File: src/rtl/exc_ctrl.sv
// Exception controller: takes illegal-opcode and interrupt exceptions and registers the PC redirect.
// Build option EXC_IRQ_LATCH_EN: interrupts are held pending until taken, not sampled as a level.
module exc_ctrl (
   input  logic        clk,
   input  logic        reset,
   input  logic        irq,
   input  logic        illop,
   input  logic        inst_valid,
   input  logic [31:0] pc,
   output logic        exc_req,
   output logic        exc_sel,
   output logic [31:0] epc,
   output logic        epc_we,
   output logic        irq_pending,
   output logic [7:0]  exc_cnt
);

   typedef enum logic [1:0] {KERNEL = 2'd0, HOLD = 2'd1, USER = 2'd2} state_t;

   state_t      state, state_nxt;
   logic        qual_ill_p0;
   logic        take_ill_p0;
   logic        take_irq_p0;
   logic        take_p0;
   logic        pend_nxt;
   logic [31:0] epc_nxt;

   function automatic logic [7:0] sat_inc(input logic [7:0] v);
      return (v == 8'hFF) ? v : v + 8'd1;
   endfunction

   assign qual_ill_p0 = inst_valid & illop;
   assign take_p0     = take_ill_p0 | take_irq_p0;
   assign epc_we      = exc_req;

   // Stage p0: detection and next-state decode
   always_comb begin
      state_nxt   = state;
      take_ill_p0 = 1'b0;
      take_irq_p0 = 1'b0;
      epc_nxt     = epc;
      case (state)
         KERNEL: begin
            if (inst_valid && !pc[31]) state_nxt = HOLD;
         end
         HOLD: begin
            if (qual_ill_p0) begin
               take_ill_p0 = 1'b1;
               state_nxt   = KERNEL;
            end else if (inst_valid && !pc[31]) begin
               state_nxt = USER;
            end
         end
         USER: begin
            if (qual_ill_p0) begin
               take_ill_p0 = 1'b1;
               state_nxt   = KERNEL;
            end else if (irq_pending) begin
               take_irq_p0 = 1'b1;
               state_nxt   = KERNEL;
            end
         end
         default: state_nxt = KERNEL;
      endcase
      // Illegal op returns past the faulting instruction; an interrupt re-executes it.
      if (take_ill_p0)
         epc_nxt = {pc[31], pc[30:0] + 31'd4};
      else if (take_irq_p0)
         epc_nxt = pc;
`ifdef EXC_IRQ_LATCH_EN
      pend_nxt = take_irq_p0 ? 1'b0 : (irq | irq_pending);
`else
      pend_nxt = take_irq_p0 ? 1'b0 : irq;
`endif
   end

   // Stage p1: registered redirect request and bookkeeping
   always_ff @(posedge clk or negedge reset) begin
      if (!reset) begin
         state       <= KERNEL;
         exc_req     <= 1'b0;
         exc_sel     <= 1'b0;
         epc         <= 32'h0;
         irq_pending <= 1'b0;
         exc_cnt     <= 8'h00;
      end else begin
         state       <= state_nxt;
         exc_req     <= take_p0;
         exc_sel     <= take_irq_p0;
         epc         <= epc_nxt;
         irq_pending <= pend_nxt;
         if (take_p0) exc_cnt <= sat_inc(exc_cnt);
      end
   end

endmodule

File: config.mk
export PLATFORM = sky130hd
export DESIGN_NAME = exc_ctrl
export DESIGN_NICKNAME = d
export VERILOG_FILES = /design/src/rtl/exc_ctrl.sv
export SDC_FILE = /design/constraint.sdc
export NUM_CORES = 1
export LEC_CHECK = 0
export ABC_AREA = 1
export BUFFER_PORTS_ARGS = -buffer_cell sky130_fd_sc_hd__buf_2
export CAP_MARGIN = 10
export CORE_ASPECT_RATIO = 0.6
export CORE_UTILIZATION = 35
export DETAILED_ROUTE_END_ITERATION = 10
export PLACE_DENSITY = 0.64
export SLEW_MARGIN = 20
export SYNTH_ARGS = -nofsm -noshare
export SYNTH_HDL_FRONTEND = slang
export SYNTH_SLANG_ARGS = --single-unit
File: constraint.sdc
create_clock -name clk -period 2 [get_ports clk]
set_input_delay 0 -clock clk [delete_from_list [all_inputs] [get_ports clk]]
set_output_delay 0 -clock clk [all_outputs]
set_load 0.02 [all_outputs]
==> qor.yml, run 1 <==
fp.dieW_um: 117
ant_nets: 0
dieHeight_um: 71.0
antenna_found_initial: 0
cts_tree: "built"
cts.path.max_buffers: 2
wl_um: 7280
yosysTopAreaCell: "dfrtp_1"
min_period_ps: 1830
max_freq_mhz: 545
clk_pin_slew_ps: 70
cts-htree-levels: 2
fin_setup_tns_ps: 0
fin_skew_ps: 3.54
ys.flop_type: "dfrtp_1"
finish.instance_area_mm2: 0.00355
post-route-period-util_pct: 91.7
syn_avg_cell_area_um2: 7.35
antenna_cells: 0
io_pins: 81
hold_viol_final: 0
p_leak_uw: 0.00188
grt_max_degree: 27
clk-insertion-delay-late_ps: 290
vias: 2675
synth_area_leaders: "dfrtp_1, nand2_1, nand3_1"
reg2reg_from: "state[0]"
ys_seq_area_share_pct: 40.5
grt_pass1_vias: 2470
synthArstFlopShare_pct: 100
status: "finished, final reports clean"
grt_pass1_wl_um: 12000
r2r_slack_ps: 170
max_cap_viol_count: 0
syn_inst: 378
setup_viol: 0
syn_area_mm2: 0.00278
slew-limit-headroom_pct: 81.2
final_nets: 516
power.share.switching_pct: 43.4
yosysMostFrequentCell: "nand2_1"
worstReg2RegEnd: "epc[15]"
io_buffer_count: 80
cp-startpoint: "state[0]"
gp_congestion: 0.893
cts_resized: 0
synthDistinctLibCells: 36
timing.critical_path.to_type: "register"
powerDensity_mw_per_mm2: 1220
tightest_slew_ps: 281
combPwrFrac_pct: 45.4
cp.arrival_ps: 2010
clockPowerShare_pct: 19.4
area_growth_pct: 27.7
drv_slew: 0
hpwl_um: 5790
holdPathEnd: "epc[18]"
drc: 0
core_mm2: 0.00748
numCtsBuffers: 5
ys_seq_elements: 45
hold_depth: 4
wire_per_inst_um: 12.6
synth_common_cells: "nand2_1, dfrtp_1, nand3_1"
rr_worst_depth: 10
yosys_warnings: 0
rsz0062_at_grt: "false"
synth_nets: 421
vias_per_cell: 4.63
p_seq_share_pct: 35.3
rows: 24
min_from: "pc[18]"
drt_iter0_drc: 220
initial_utilization_pct: 37.2
hold_path.class: "in -> reg"
grt_overflow_total: 0
ir_drop_v: 0.000675
cellInternalPower_uw: 2450
clock-sinks: 45
cts_root_buffer: "clkbuf_16"
critPathMaxFanout: 6
required_ps: 2180
grtUsageTotal_pct: 18.9
synth_edf_count: 0
dpl_cell_area_mm2: 0.00330
dr.pass1.iters: 5
synth_top_area_share_pct: 40.5
drive_above_1_share_pct: 25.5
die-area_mm2: 0.00832
switchingPower_uw: 1880
start_kind: "register"
crit_type: "reg -> reg"
[repair_timing]
item / CTS / global route
setup endpoints to repair: 0 / 3
setup buffers: 0 / 2
hold buffers: 8 / 0
endpoints found under the hold margin: 52 / 0
[placed cells by master (no fill, tap or decap)]
cell type / count
a21o_1: 2
a21oi_1: 3
and2_1: 1
buf_12: 2
buf_2: 80
buf_4: 6
clkbuf_16: 5
clkinv_2: 2
clkinvlp_4: 1
dfrtp_1: 45
dlygate4sd3_1: 8
ha_1: 6
inv_1: 33
inv_2: 2
inv_4: 1
inv_6: 1
nand2_1: 145
nand2_2: 2
nand2_4: 1
nand2_8: 1
nand3_1: 36
nand3_2: 3
nand3_4: 1
nand3b_1: 3
nand4_1: 3
nor2_1: 35
nor2_2: 6
nor2_4: 3
nor2_8: 1
nor3_1: 5
nor3_2: 1
nor3_4: 1
o211ai_1: 2
o21ai_0: 8
o21ai_1: 5
o21bai_1: 2
or2_2: 1
xnor2_1: 2
xor2_1: 9
[how the worst max path moves through the flow]
stage | end | slack [ps] | cells after the start
after global placement | exc_cnt[5] | 230 | 12
after detailed placement | exc_cnt[4] | 130 | 12
final | epc[15] | 170 | 10
after global routing | exc_cnt[5] | 70 | 12
after CTS | exc_cnt[4] | 120 | 12
after floorplan | exc_cnt[5] | 430 | 12
[worst max-delay path, cell delays in order (launching register included)]
cell      delay [ps]
dfrtp_1          390
inv_1            130
ha_1             250
inv_1            150
nor2_8            50
buf_12           130
nand3b_1         140
nor2_2            80
or2_2            270
nand3_1           70
nand2_1           60
[per-stage QoR]
stage          instances  utilization [%]  hold slack (ps)  total power, uW  setup WS (ps)
2_1_floorplan        378                -             -296             2820            435
3_3_place_gp         560             44.1             -122             3430            231
3_5_place_dp         560             44.1             -117             3470            131
4_1_cts              576             47.1             7.60             4340            118
5_1_grt              578             47.5             37.9             4660           72.1
6_report             578             47.5             8.95             4330            165
[registers in the layout, summed over array words and instances, names as in the netlist]
register     flops
epc             32
exc_cnt          8
state            2
epc_we           1
exc_sel          1
irq_pending      1
[per-layer routing]
layer  share of wire, %  GRT usage, %  up-vias
met5                  0             0        -
li1                   -             -     1379
met3                6.6          4.80        5
met2                 40          25.2       84
met1                 53          30.1     1207
met4               0.66          3.94        0
[cells by family after synthesis]
kind of cell / count (synthesis) / share of synthesized area [%]
simple gates: 249 / 41.1
fa+ha+maj: 6 / 2.70
xor+xnor: 11 / 3.47
flops: 45 / 40.5
buf+inv: 45 / 7.70
compound gates: 22 / 4.50
[area by class of cell]
class                           instances  area [um2]
Tap cell                              104         130
Inverter                               37         143
Fill cell                             744        3930
Clock buffer                            5         125
Sequential cell                        45        1130
Multi-Input combinational cell        288        1440
Timing Repair Buffer                   96         566
Clock inverter                          3        21.3
[power groups by stage]
stage / Sequential [uW] / Combinational, uW / Clock, uW
3_3_place_gp: 1530 / 1900 / 0
5_1_grt: 1570 / 2190 / 898
3_5_place_dp: 1530 / 1940 / 0
2_1_floorplan: 1950 / 869 / 0
4_1_cts: 1520 / 1960 / 855
6_report: 1530 / 1960 / 838
Power figures use the tool's default switching activity.
==> run 2, diff against run 1 <==
--- a/config.mk
+++ b/config.mk
@@ -11,6 +11,7 @@
 export CORE_ASPECT_RATIO = 0.6
 export CORE_UTILIZATION = 35
 export DETAILED_ROUTE_END_ITERATION = 10
+export GPL_ROUTABILITY_DRIVEN = 1
 export PLACE_DENSITY = 0.64
 export SLEW_MARGIN = 20
 export SYNTH_ARGS = -nofsm -noshare
==> constraint.sdc (replaced) <==
create_clock -name clk -period 2 [get_ports clk]
set_input_delay 0 -clock clk [delete_from_list [all_inputs] [get_ports clk]]
set_output_delay 0 -clock clk [all_outputs]
set_load 0.1 [all_outputs]
==> qor.yml, run 2 (synthesis results as in run 1) <==
rows: 24
grt_max_degree: 29
min_period_ps: 1810
hold_viol_final: 0
rsz0062_at_grt: "false"
hold_path.class: "in -> reg"
cts_setup_buffers: 0
cp_slowest_cell: "dfrtp_1"
initial_utilization_pct: 37.2
dieHeight_um: 71.0
numCtsBuffers: 5
hpwl_um: 5950
layout_common_cells: "nand2_1, buf_2, dfrtp_1"
min_from: "pc[18]"
gp_congestion: 0.929
largest_register: "epc"
fin_skew_ps: 4.04
drc: 0
wl_um: 7610
final_nets: 513
crit_path_cell_trace: "inv_1, ha_1, inv_1, nor2_8, inv_2, nand2_2, buf_12, nand2_8, inv_4, nand2_1, nand2_1, nand2_1"
vias: 2702
cts_hold_buf: 8
clk_pin_slew_ps: 60
r2r_slack_ps: 190
ant_nets: 0
area_growth_pct: 27.3
antenna_found_initial: 0
wire_per_inst_um: 13.2
vias_per_cell: 4.70
largest_reg_flops: 32
dr.pass1.iters: 5
core_mm2: 0.00748
crit_type: "reg -> reg"
reg2reg_from: "state[1]"
fin_setup_tns_ps: 0
worstReg2RegEnd: "exc_cnt[4]"
timing.critical_path.to_type: "register"
rr_worst_depth: 12
cts.path.max_buffers: 2
post-route-period-util_pct: 90.3
cts-htree-levels: 2
status: "finished, final reports clean"
drv_slew: 0
critPathMaxFanout: 28
io_buffer_count: 80
grtUsageTotal_pct: 19.7
final_common_cell: "nand2_1"
grt_overflow_total: 0
path_common_cell: "nand2_1"
grt_pass1_vias: 2499
cts_resized: 0
drive_above_1_share_pct: 25.7
antenna_cells: 0
crit_path_max_incr_delay_ps: 370
fp.dieW_um: 117
holdPathEnd: "epc[18]"
max_freq_mhz: 554
max_cap_viol_count: 0
die-area_mm2: 0.00832
start_kind: "register"
hold_depth: 4
cp.arrival_ps: 1990
clk-insertion-delay-late_ps: 290
clock-sinks: 45
tightest_slew_ps: 493
drt_iter0_drc: 186
cts_tree: "built"
grt_pass1_wl_um: 12400
io_pins: 81
slew-limit-headroom_pct: 67.3
cts_root_buffer: "clkbuf_16"
top_regs: "epc: 32 flops, exc_cnt: 8 flops, state: 2 flops"
required_ps: 2180
setup_viol: 0
run 2: final cells by class:
class / count / area [um2]
inverter: 37 / 143
clock inverter: 2 / 13.8
fill: 743 / 3940
clock buffer: 6 / 139
multi-input combinational: 288 / 1440
sequential: 45 / 1130
timing repair buffer: 93 / 543
tap: 104 / 130
run 2: worst max-delay path by stage:
stage	endpoint	startpoint	slack, ps
final	exc_cnt[4]	state[1]	190
after global routing	exc_cnt[4]	state[1]	30
after CTS	exc_cnt[4]	state[1]	200
after detailed placement	exc_cnt[4]	state[1]	200
after global placement	epc[16]	state[1]	270
after floorplan	exc_cnt[4]	exc_cnt[3]	40
run 2: metrics by stage:
| step | area (um2) | utilization (%) | hold slack [ps] | instances | setup slack, ps |
|---|---|---|---|---|---|
| 3_5_place_dp | 3310 | 44.2 | -42.8 | 559 | 204 |
| 2_1_floorplan | 2780 | - | -296 | 378 | 37.6 |
| 4_1_cts | 3540 | 47.3 | 3.76 | 575 | 196 |
| 3_3_place_gp | 3310 | 44.2 | -58.2 | 559 | 268 |
| 5_1_grt | 3540 | 47.3 | 39.8 | 575 | 26.4 |
| 6_report | 3540 | 47.3 | 9.01 | 575 | 195 |
run 2: worst max-delay path: cells and delay by family (launching register included):
| family | cells | cell delay, ps |
|---|---|---|
| flip-flops | 1 | 370 |
| adder cells (fa/ha/maj) | 1 | 280 |
| buffers and inverters | 5 | 510 |
| AND/OR/NAND/NOR | 6 | 500 |
run 2: layer usage:
| layer | GRT usage [%] | up-vias | part of all wire, % | wire (um) |
|---|---|---|---|---|
| met1 | 30.5 | 1231 | 52 | 3960 |
| met2 | 27.1 | 91 | 40 | 3040 |
| met4 | 5.63 | 0 | 0.92 | 70 |
| li1 | - | 1373 | - | - |
| met5 | 0 | - | 0 | 0 |
| met3 | 4.11 | 7 | 7.0 | 533 |
Power of run 2 is left out: the tool's default activity adds up to more than one toggle a clock period on the data nets, which glitch-free logic cannot reach.
